File: config.mk
export PLATFORM = sky130hd
export DESIGN_NAME = perf_counter_bank
export DESIGN_NICKNAME = d
export VERILOG_FILES = /design/src/rtl/perf_counter_bank.sv
export SDC_FILE = /design/constraint.sdc
export NUM_CORES = 1
export LEC_CHECK = 0
export ABC_AREA = 1
export CAP_MARGIN = 20
export CORE_ASPECT_RATIO = 1.2
export CORE_UTILIZATION = 50
export CTS_BUF_LIST = sky130_fd_sc_hd__clkbuf_8
export DETAILED_ROUTE_END_ITERATION = 10
export PLACE_DENSITY = 0.67
export SLEW_MARGIN = 30
export SYNTH_ARGS = -nofsm -noshare
export SYNTH_HDL_FRONTEND = slang
export SYNTH_SLANG_ARGS = --single-unit
File: constraint.sdc
create_clock -name clk -period 3.45 [get_ports clk]
set_input_delay 0.69 -clock clk [delete_from_list [all_inputs] [get_ports clk]]
set_output_delay 0.69 -clock clk [all_outputs]
set_load 0.05 [all_outputs]
File: src/rtl/perf_counter_bank.sv
// perf_counter_bank: bank of NUM_CNT event counters with start/stop gating,
// a snapshot bank for consistent reads and a one-cycle registered read port.
// Optional build macro: PERF_CNT_OVF_IRQ_EN adds sticky per-channel overflow
// flags and a registered overflow interrupt; without it o_ovf_irq is tied low.
module perf_counter_bank #(
  parameter int NUM_CNT   = 8,
  parameter int CNT_WIDTH = 32,
  parameter int INC_WIDTH = 2,
  parameter int SATURATE  = 0,
  localparam int IDX_W    = (NUM_CNT > 1) ? $clog2(NUM_CNT) : 1
) (
  input  logic                         clk,
  input  logic                         rst_n,
  input  logic [NUM_CNT*INC_WIDTH-1:0] i_inc,
  input  logic                         i_start,
  input  logic                         i_stop,
  input  logic                         i_clear,
  input  logic                         i_snapshot,
  input  logic                         i_rd_req,
  input  logic [IDX_W-1:0]             i_rd_idx,
  input  logic                         i_ovf_ack,
  output logic                         o_running,
  output logic                         o_rd_valid,
  output logic [CNT_WIDTH-1:0]         o_rd_data,
  output logic                         o_ovf_irq
);

  localparam int SUM_W = CNT_WIDTH + 1;

  typedef enum logic [1:0] {
    ST_IDLE = 2'd0,
    ST_RUN  = 2'd1,
    ST_HALT = 2'd2
  } state_t;

  state_t                 r_state;
  state_t                 w_state_nxt;
  logic                   r_running;
  logic                   w_count_en;
  logic [NUM_CNT-1:0]     w_ovf;
  logic [CNT_WIDTH-1:0]   w_snap [NUM_CNT];
  logic [CNT_WIDTH-1:0]   w_rd_val;
  logic                   r_rd_valid;
  logic [CNT_WIDTH-1:0]   r_rd_data;

  // State register and registered running flag (tracks the state being entered)
  always_ff @(posedge clk or negedge rst_n) begin
    if (!rst_n) begin
      r_state   <= ST_IDLE;
      r_running <= 1'b0;
    end else begin
      r_state   <= w_state_nxt;
      r_running <= (w_state_nxt == ST_RUN);
    end
  end

  // Next-state logic: stop has priority over start
  always_comb begin
    w_state_nxt = r_state;
    if (i_stop) begin
      w_state_nxt = ST_HALT;
    end else if (i_start && (r_state != ST_RUN)) begin
      w_state_nxt = ST_RUN;
    end
  end

  assign w_count_en = (r_state == ST_RUN);
  assign o_running  = r_running;

  for (genvar k = 0; k < NUM_CNT; k++) begin : g_ch
    logic [INC_WIDTH-1:0] w_inc;
    logic [SUM_W-1:0]     w_sum;
    logic [CNT_WIDTH-1:0] r_cnt;
    logic [CNT_WIDTH-1:0] r_snap;

    assign w_inc     = i_inc[k*INC_WIDTH +: INC_WIDTH];
    assign w_sum     = {1'b0, r_cnt} + SUM_W'(w_inc);
    // An overflow only counts when the increment is actually applied
    assign w_ovf[k]  = w_count_en && !i_clear && w_sum[CNT_WIDTH];
    assign w_snap[k] = r_snap;

    // Live counter: clear beats increment; carry either wraps or saturates
    always_ff @(posedge clk or negedge rst_n) begin
      if (!rst_n) begin
        r_cnt <= '0;
      end else if (i_clear) begin
        r_cnt <= '0;
      end else if (w_count_en) begin
        if (w_sum[CNT_WIDTH] && (SATURATE != 0)) begin
          r_cnt <= '1;
        end else begin
          r_cnt <= w_sum[CNT_WIDTH-1:0];
        end
      end
    end

    // Snapshot captures the value before this cycle's update
    always_ff @(posedge clk or negedge rst_n) begin
      if (!rst_n) begin
        r_snap <= '0;
      end else if (i_snapshot) begin
        r_snap <= r_cnt;
      end
    end
  end

  // Read mux: indices beyond the bank return zero
  always_comb begin
    w_rd_val = '0;
    for (int k = 0; k < NUM_CNT; k++) begin
      if (32'(i_rd_idx) == k) begin
        w_rd_val = w_snap[k];
      end
    end
  end

  // Registered read port: valid pulses one cycle after the request, data holds otherwise
  always_ff @(posedge clk or negedge rst_n) begin
    if (!rst_n) begin
      r_rd_valid <= 1'b0;
      r_rd_data  <= '0;
    end else begin
      r_rd_valid <= i_rd_req;
      if (i_rd_req) begin
        r_rd_data <= w_rd_val;
      end
    end
  end

  assign o_rd_valid = r_rd_valid;
  assign o_rd_data  = r_rd_data;

`ifdef PERF_CNT_OVF_IRQ_EN
  logic [NUM_CNT-1:0] r_ovf_flag;
  logic [NUM_CNT-1:0] w_ovf_flag_nxt;
  logic               r_ovf_irq;

  // A new overflow in the same cycle as the ack keeps its flag set
  assign w_ovf_flag_nxt = (r_ovf_flag & {NUM_CNT{~i_ovf_ack}}) | w_ovf;

  // Sticky flags and the interrupt that reflects their OR
  always_ff @(posedge clk or negedge rst_n) begin
    if (!rst_n) begin
      r_ovf_flag <= '0;
      r_ovf_irq  <= 1'b0;
    end else begin
      r_ovf_flag <= w_ovf_flag_nxt;
      r_ovf_irq  <= |w_ovf_flag_nxt;
    end
  end

  assign o_ovf_irq = r_ovf_irq;
`else
  logic w_unused_ovf;
  assign w_unused_ovf = ^{i_ovf_ack, w_ovf};
  assign o_ovf_irq    = 1'b0;
`endif

endmodule

==> run_results.csv, run 1 <==
group,metric,value,unit
sta,drv_slew,0,
drt,num_vias,25700,
die,start_util,0.506,
logic_synthesis,ys_seq_elements,548,
pwr,seqPwrFrac,0.481,
clock_tree,cts.htree.levels,3,
die,die_w,222,µm
drt,routed_wl,86700,µm
logic_synthesis,avgSynthCellArea,7.54,µm²
logic_synthesis,synth_edf_count,0,
worst_setup_path,cp-end-kind,"output pin",
logic_synthesis,ys.flop_type,"dfrtp_1",
pwr,powerDensity,435,nW/µm²
cells_and_area,drive_gt1_frac,0.0847,
cells_and_area,num-fill-cells,5533,
clock_tree,clock_latency,710,ps
drt,drt-wirelength-per-cell,18.5,µm
min_path,hold_depth,4,
worst_setup_path,cpPeakStageDelay,840,ps
clock_tree,clock_sinks,548,
global_routing,grt_max_degree,151,
global_routing,track_usage,0.298,
worst_setup_path,crit_arrival,1980,ps
global_routing,overflow,0,
min_path,hold_class,"in2reg",
cells_and_area,design_area,32200,µm²
logic_synthesis,yosysWarnings,0,
logic_synthesis,synth-seq-area-share,0.474,
pwr,clockPowerShare,0.435,
logic_synthesis,synth-adder-area-share,0.0124,
logic_synthesis,synth.distinct_cells,47,
die,io_pins,62,
cells_and_area,syn_to_final_growth,11.3,%
drt,drcViolationCount,0,
die,fp-row-count,96,
sta,worst_slew_pin_slew,880,ps
clock_tree,post_cts_resized,0,
logic_synthesis,synthTopCellsByArea,"dfrtp_1, nand2_1, nor2_1, a21oi_1, inv_1",
clock_tree,cts_made_buffers,91,
sta,final.min_clock_period,2670,ps
placement,io_buffer_count,59,
sta,rsz0062_at_grt,"no",
pwr,p_comb_frac,0.084,
placement,place_area,30300,µm²
worst_setup_path,rrSetupSlack,1280,ps
worst_setup_path,cp_num_buf_inv,1,
clock_tree,clockRootBuffer,"clkbuf_8",
sta,fmax,374,MHz
drt,post_drt_via_cell_ratio,5.49,
global_routing,grt_pass1_vias,24700,
sta,fin_crit_sh,0.774,
logic_synthesis,ys_async_sr_fraction,1.00,
worst_setup_path,crit_family,"buffers and inverters",
placement,hpwl,62700,µm
global_routing,grt_pass1_wl,136000,µm
logic_synthesis,synth.top_cell.area_share,0.474,
run_status,status,"completed",
worst_setup_path,cp.depth,1,
logic_synthesis,synthSimpleGateAreaFrac,0.324,
pwr,switching_share,0.269,
pwr,peakVddDrop,0.000311,V
cells_and_area,layout_common_cells,"nand2_1, nor2_1, dfrtp_1",
drt,dr.pass1.iters,8,
drt,drt_first_iter_violations,2216,
cells_and_area,nets,3935,
worst_setup_path,crit_required,2760,ps
sta,finalSetupTns,0,ps
logic_synthesis,netlist_instances,3842,
clock_tree,path_clk_slew,70,ps
clock_tree,ctsLongestPathBuffers,3,
worst_setup_path,crit_type,"reg2out",
clock_tree,tritoncts,"built",
worst_setup_path,cp_max_fo,2,
drt,ant_nets,0,
logic_synthesis,yosys.area.top_type,"dfrtp_1",
pwr,p_int,10.2,mW
logic_synthesis,synth_nets,3893,
pwr,leakage,14.6,nW
sta,setup_viol,0,
global_routing,antenna_found_initial,2,
run,max_cap_violations,0,
sta,relSlewSlack,0.412,
logic_synthesis,synth_compound_area_frac,0.0851,
worst_setup_path,crit_chain,"clkdlybuf4s50_1",
cells_and_area,layout_commonest_cell,"nand2_1",
worst_setup_path,startpoint_type,"flop",
worst_setup_path,reg2reg_depth,10,
worst_setup_path,slowest_stage,"clkdlybuf4s50_1",
logic_synthesis,synth_area,29000,µm²
logic_synthesis,synth_xor_area_frac,0.00242,
sta,skew,47.2,ps
pwr,power_switching,3.76,mW
die,coreArea,57200,µm²
sta,hold_viol,0,
logic_synthesis,synth_top_family_by_area,"simple AND/OR/NAND/NOR gates",
placement,gp_congestion,0.965,
logic_synthesis,synth.area.mux_share,0.0288,
die,fp.dieH,266,µm
die,dieArea,58900,µm²
-- registers in the layout, indices dropped and copies added (netlist names) --
name,flops
o_rd_valid,1
g_ch.r_cnt,256
r_state,2
o_rd_data,32
g_ch.r_snap,256
o_running,1
-- power groups by stage --
stage | clock (mW) | sequential (mW) | combinational, mW
after floorplan | 0 | 6.93 | 0.523
after global placement | 0 | 6.85 | 1.16
after detailed placement | 0 | 6.85 | 1.17
after CTS | 6.21 | 6.74 | 1.18
after global routing | 6.47 | 6.74 | 1.28
final | 6.09 | 6.74 | 1.17
-- stage by stage --
| step | instances | setup WS (ps) | power, mW | util | hold WS [ps] |
|---|---|---|---|---|---|
| detailed placement | 4525 | 392 | 8.02 | 0.529 | 464 |
| floorplan | 3842 | 1420 | 7.46 | - | 394 |
| CTS | 4690 | 743 | 14.1 | 0.563 | 278 |
| global placement | 4525 | 417 | 8.01 | 0.529 | 466 |
| finish | 4691 | 780 | 14.0 | 0.564 | 313 |
| global route | 4691 | 737 | 14.5 | 0.564 | 315 |
-- repair_timing --
action	in CTS	in global routing
setup endpoints to repair	0	0
hold endpoints to repair	2	0
buffers inserted	0	0
hold buffers	1	0
-- path summary, 6_finish.rpt --
check,from,end
min in group asynchronous,rst_n,g_ch[1].r_cnt[16]
min,i_clear,g_ch[7].r_cnt[17]
max,o_rd_data[26],o_rd_data[26]
min reg2reg,o_rd_data[20],o_rd_data[20]
max in group asynchronous,rst_n,g_ch[1].r_cnt[7]
max reg2reg,r_state[1],g_ch[5].r_cnt[17]
-- final cells by class --
| class | count | area (µm²) | share of cell area |
|---|---|---|---|
| antenna | 1 | 2.50 | 0.0000777 |
| clock buffer | 123 | 1690 | 0.0525 |
| clock inverter | 41 | 246 | 0.00765 |
| inverter | 356 | 1350 | 0.0418 |
| multi-input combinational | 2781 | 13100 | 0.407 |
| sequential | 548 | 13700 | 0.426 |
| tap | 735 | 920 | 0.0285 |
| timing repair buffer | 106 | 1180 | 0.0365 |
-- cells in the mapped netlist (2+ instances only) --
cell type and n:
buf_2 71, nand2_2 2, nor3_2 6, or2_2 2, nor3_1 51, clkbuf_1 46
mux2_2 74, a2bb2oi_1 3, nor3_4 6, a21o_1 7, nor2_4 8, buf_1 16
fa_1 8, a21oi_1 276, o21ai_0 150, buf_6 4, ha_1 16, a31oi_1 12
o21a_1 6, nor2_1 635, inv_4 2, nand2_1 1035, buf_4 19, inv_2 11
dfrtp_1 548, xor2_1 8, nand3b_1 3, nand4_1 172, nor3b_1 3, o21ai_1 9
nor2_2 23, a211oi_1 6, nand3_2 6, inv_1 343, nor4_1 2, nand3_1 238
and3_1 5
-- layer usage --
| metal | track usage | up-vias | wire length, µm | share of wire |
|---|---|---|---|---|
| met4 | 0.167 | 2 | 4760 | 0.055 |
| li1 | - | 12600 | - | - |
| met5 | 0 | - | 12 | 0.00014 |
| met2 | 0.492 | 786 | 41200 | 0.48 |
| met3 | 0.0357 | 209 | 4580 | 0.053 |
| met1 | 0.382 | 12200 | 36200 | 0.42 |
-- kinds of logic after synthesis --
| group | Yosys count |
|---|---|
| adder cells (fa/ha/maj) | 24 |
| flip-flops | 548 |
| buffers and inverters | 513 |
| AO/OA/AOI/OAI | 474 |
| XOR/XNOR | 8 |
| other | 1 |
| multiplexers | 74 |
| AND/OR/NAND/NOR | 2200 |
-- tightest hold or removal path, cell delays in order --
cell and delay (ps):
buf_2 130, inv_6 60, nand2_1 60, nor2_1 30
No activity file was read; power rests on OpenSTA's default activity.
==> run 2: changes to the inputs <==
--- a/config.mk
+++ b/config.mk
@@ -11,7 +11,7 @@
 export CORE_UTILIZATION = 50
 export CTS_BUF_LIST = sky130_fd_sc_hd__clkbuf_8
 export DETAILED_ROUTE_END_ITERATION = 10
-export PLACE_DENSITY = 0.67
+export PLACE_DENSITY = 0.7
 export SLEW_MARGIN = 30
 export SYNTH_ARGS = -nofsm -noshare
 export SYNTH_HDL_FRONTEND = slang
==> constraint.sdc (replaced) <==
create_clock -name clk -period 2.45 [get_ports clk]
set_input_delay 0.49 -clock clk [delete_from_list [all_inputs] [get_ports clk]]
set_output_delay 0.49 -clock clk [all_outputs]
set_load 0.05 [all_outputs]
==> run 2 against run 1 <==
Effect of this change: clock skew shrank 28 ps; first-iteration DRC count shrank 4.9%; hold slack lost 110 ps; utilization grew 1.7 points; non-clock buffer count grew 100; die area is the same; sequential power grew 41%; final area grew 3.0%; combinational power grew 47%; total power grew 44%; critical path depth is the same; critical endpoint is now o_rd_data[31]; highest routed layer is now met4.
==> run_results.csv, run 2 (same netlist as run 1, synthesis figures left out) <==
group,metric,value,unit
worst_setup_path,reg2reg_depth,10,
die,io_pins,62,
cells_and_area,design_area,33200,µm²
cells_and_area,utilization,0.581,
worst_setup_path,cp-end-kind,"output pin",
global_routing,overflow,0,
drt,drt-wirelength-per-cell,18.5,µm
drt,post_drt_via_cell_ratio,5.53,
global_routing,grt_pass1_vias,25300,
worst_setup_path,cp_num_buf_inv,1,
cells_and_area,drive_gt1_frac,0.109,
cells_and_area,layout_commonest_cell,"nand2_1",
clock_tree,cts_made_buffers,92,
sta,relSlewSlack,0.417,
drt,drt_first_iter_violations,2107,
sta,worst_slew_pin_slew,875,ps
worst_setup_path,crit_arrival,1910,ps
worst_setup_path,crit_chain,"clkdlybuf4s50_1",
run_status,status,"completed",
global_routing,grt_max_degree,147,
sta,fin_crit_sh,0.978,
worst_setup_path,crit_type,"reg2out",
pwr,peakVddDrop,0.000375,V
die,coreArea,57200,µm²
sta,setup_viol,0,
clock_tree,cts.htree.levels,3,
worst_setup_path,crit_family,"buffers and inverters",
clock_tree,ctsLongestPathBuffers,3,
sta,final.min_clock_period,2400,ps
clock_tree,clockRootBuffer,"clkbuf_8",
global_routing,antenna_found_initial,1,
drt,ant_nets,0,
placement,gp_congestion,0.947,
placement,pre_cts_slack,-121,ps
global_routing,grt.met3_usage,0.0394,
placement,hpwl,65300,µm
min_path,hold_depth,3,
pwr,powerDensity,608,nW/µm²
placement,io_buffer_count,59,
sta,fmax,417,MHz
clock_tree,clock_latency,700,ps
global_routing,use_met1,0.383,
global_routing,grtUsageMet2,0.500,
cells_and_area,nets,4036,
worst_setup_path,startpoint_type,"flop",
clock_tree,tritoncts,"built",
min_path,hold_class,"in2reg",
worst_setup_path,cpPeakStageDelay,830,ps
cells_and_area,num-fill-cells,5414,
run,max_cap_violations,0,
worst_setup_path,cp.depth,1,
die,die_w,222,µm
placement,place_area,31200,µm²
global_routing,grt-busiest-layer,"met2",
clock_tree,clock_sinks,548,
drt,num_vias,26500,
placement,dp_cells,4625,
die,fp-row-count,96,
drt,dr.pass1.iters,5,
cells_and_area,layout_common_cells,"nand2_1, nor2_1, dfrtp_1",
sta,drv_slew,0,
global_routing,track_usage,0.305,
sta,skew,18.8,ps
worst_setup_path,slowest_stage,"clkdlybuf4s50_1",
die,start_util,0.506,
worst_setup_path,crit_required,1960,ps
sta,hold_viol,0,
die,dieArea,58900,µm²
global_routing,grt_pass1_wl,139000,µm
cells_and_area,syn_to_final_growth,14.7,%
sta,worst_slack,52.9,ps
die,fp.dieH,266,µm
drt,routed_wl,88600,µm
clock_tree,path_clk_slew,60,ps
sta,rsz0062_at_grt,"no",
worst_setup_path,cp_max_fo,2,
cells_and_area,final_cells,4799,
drt,drcViolationCount,0,
pwr,leakage,15.2,nW
[run 2: cell count changes in the layout (fill, tap and decap cells not counted), moves of 2 or more]
cell / before / now
buf_4: 28 / 117
clkdlybuf4s50_1: 56 / 40
dlygate4sd2_1: 0 / 16
buf_12: 18 / 29
clkbuf_8: 123 / 129
clkinv_2: 14 / 10
clkinvlp_4: 3 / 7
inv_1: 364 / 366
[run 2: routing by layer]
metal / vias up / share of wire
met4: 0 / 0.063
met1: 12600 / 0.41
met5: - / 0
met2: 904 / 0.47
li1: 12800 / -
met3: 233 / 0.061
[run 2: worst reg2reg max path: cells and delay by family, from the launching register on]
kind                     cells  cell delay [ps]
flip-flops                   1              400
adder cells (fa/ha/maj)      2              630
AO/OA/AOI/OAI                1              180
buffers and inverters        2              260
AND/OR/NAND/NOR              5              390
[run 2: area by class of cell]
class / instances / area (µm²) / area share
inverter: 356 / 1350 / 0.0406
clock buffer: 129 / 1780 / 0.0535
clock inverter: 43 / 283 / 0.00852
timing repair buffer: 206 / 2040 / 0.0616
sequential: 548 / 13700 / 0.413
multi-input combinational: 2781 / 13100 / 0.395
tap: 735 / 920 / 0.0277
antenna: 1 / 2.50 / 0.0000754
[run 2: final timing paths]
| kind | from | to | slack (ps) |
|---|---|---|---|
| setup reg to reg | g_ch[2].r_cnt[0] | g_ch[2].r_cnt[22] | 450 |
| min in group asynchronous | rst_n | g_ch[3].r_cnt[25] | 300 |
| hold reg to reg | o_rd_data[14] | o_rd_data[14] | 480 |
| setup / recovery | o_rd_data[31] | o_rd_data[31] | 50 |
| hold / removal | i_snapshot | g_ch[4].r_snap[30] | 200 |
| max in group asynchronous | rst_n | g_ch[0].r_cnt[27] | 1330 |
[run 2: metrics by stage]
| step | power (mW) | TNS, ps | hold slack, ps |
|---|---|---|---|
| 3_5_place_dp | 11.4 | -923 | 428 |
| 5_1_grt | 20.8 | 0 | 209 |
| 4_1_cts | 20.3 | 0 | 154 |
| 2_1_floorplan | 10.5 | 0 | 194 |
| 3_3_place_gp | 11.4 | -838 | 428 |
| 6_report | 20.2 | 0 | 198 |
[run 2: report_power, final]
group          switching [mW]  internal [mW]  total (mW)  leakage (nW)
clock network            3.95           5.00        8.95          1.13
logic                    1.20          0.518        1.72          6.68
registers               0.229           9.28        9.51          7.43
[run 2: timing repair]
action / in CTS / in global routing
hold buffers: 1 / 0
hold endpoints to repair: 30 / 0
setup buffers: 0 / 0
setup endpoints to repair: 16 / 0
gates resized for setup: 16 / 0
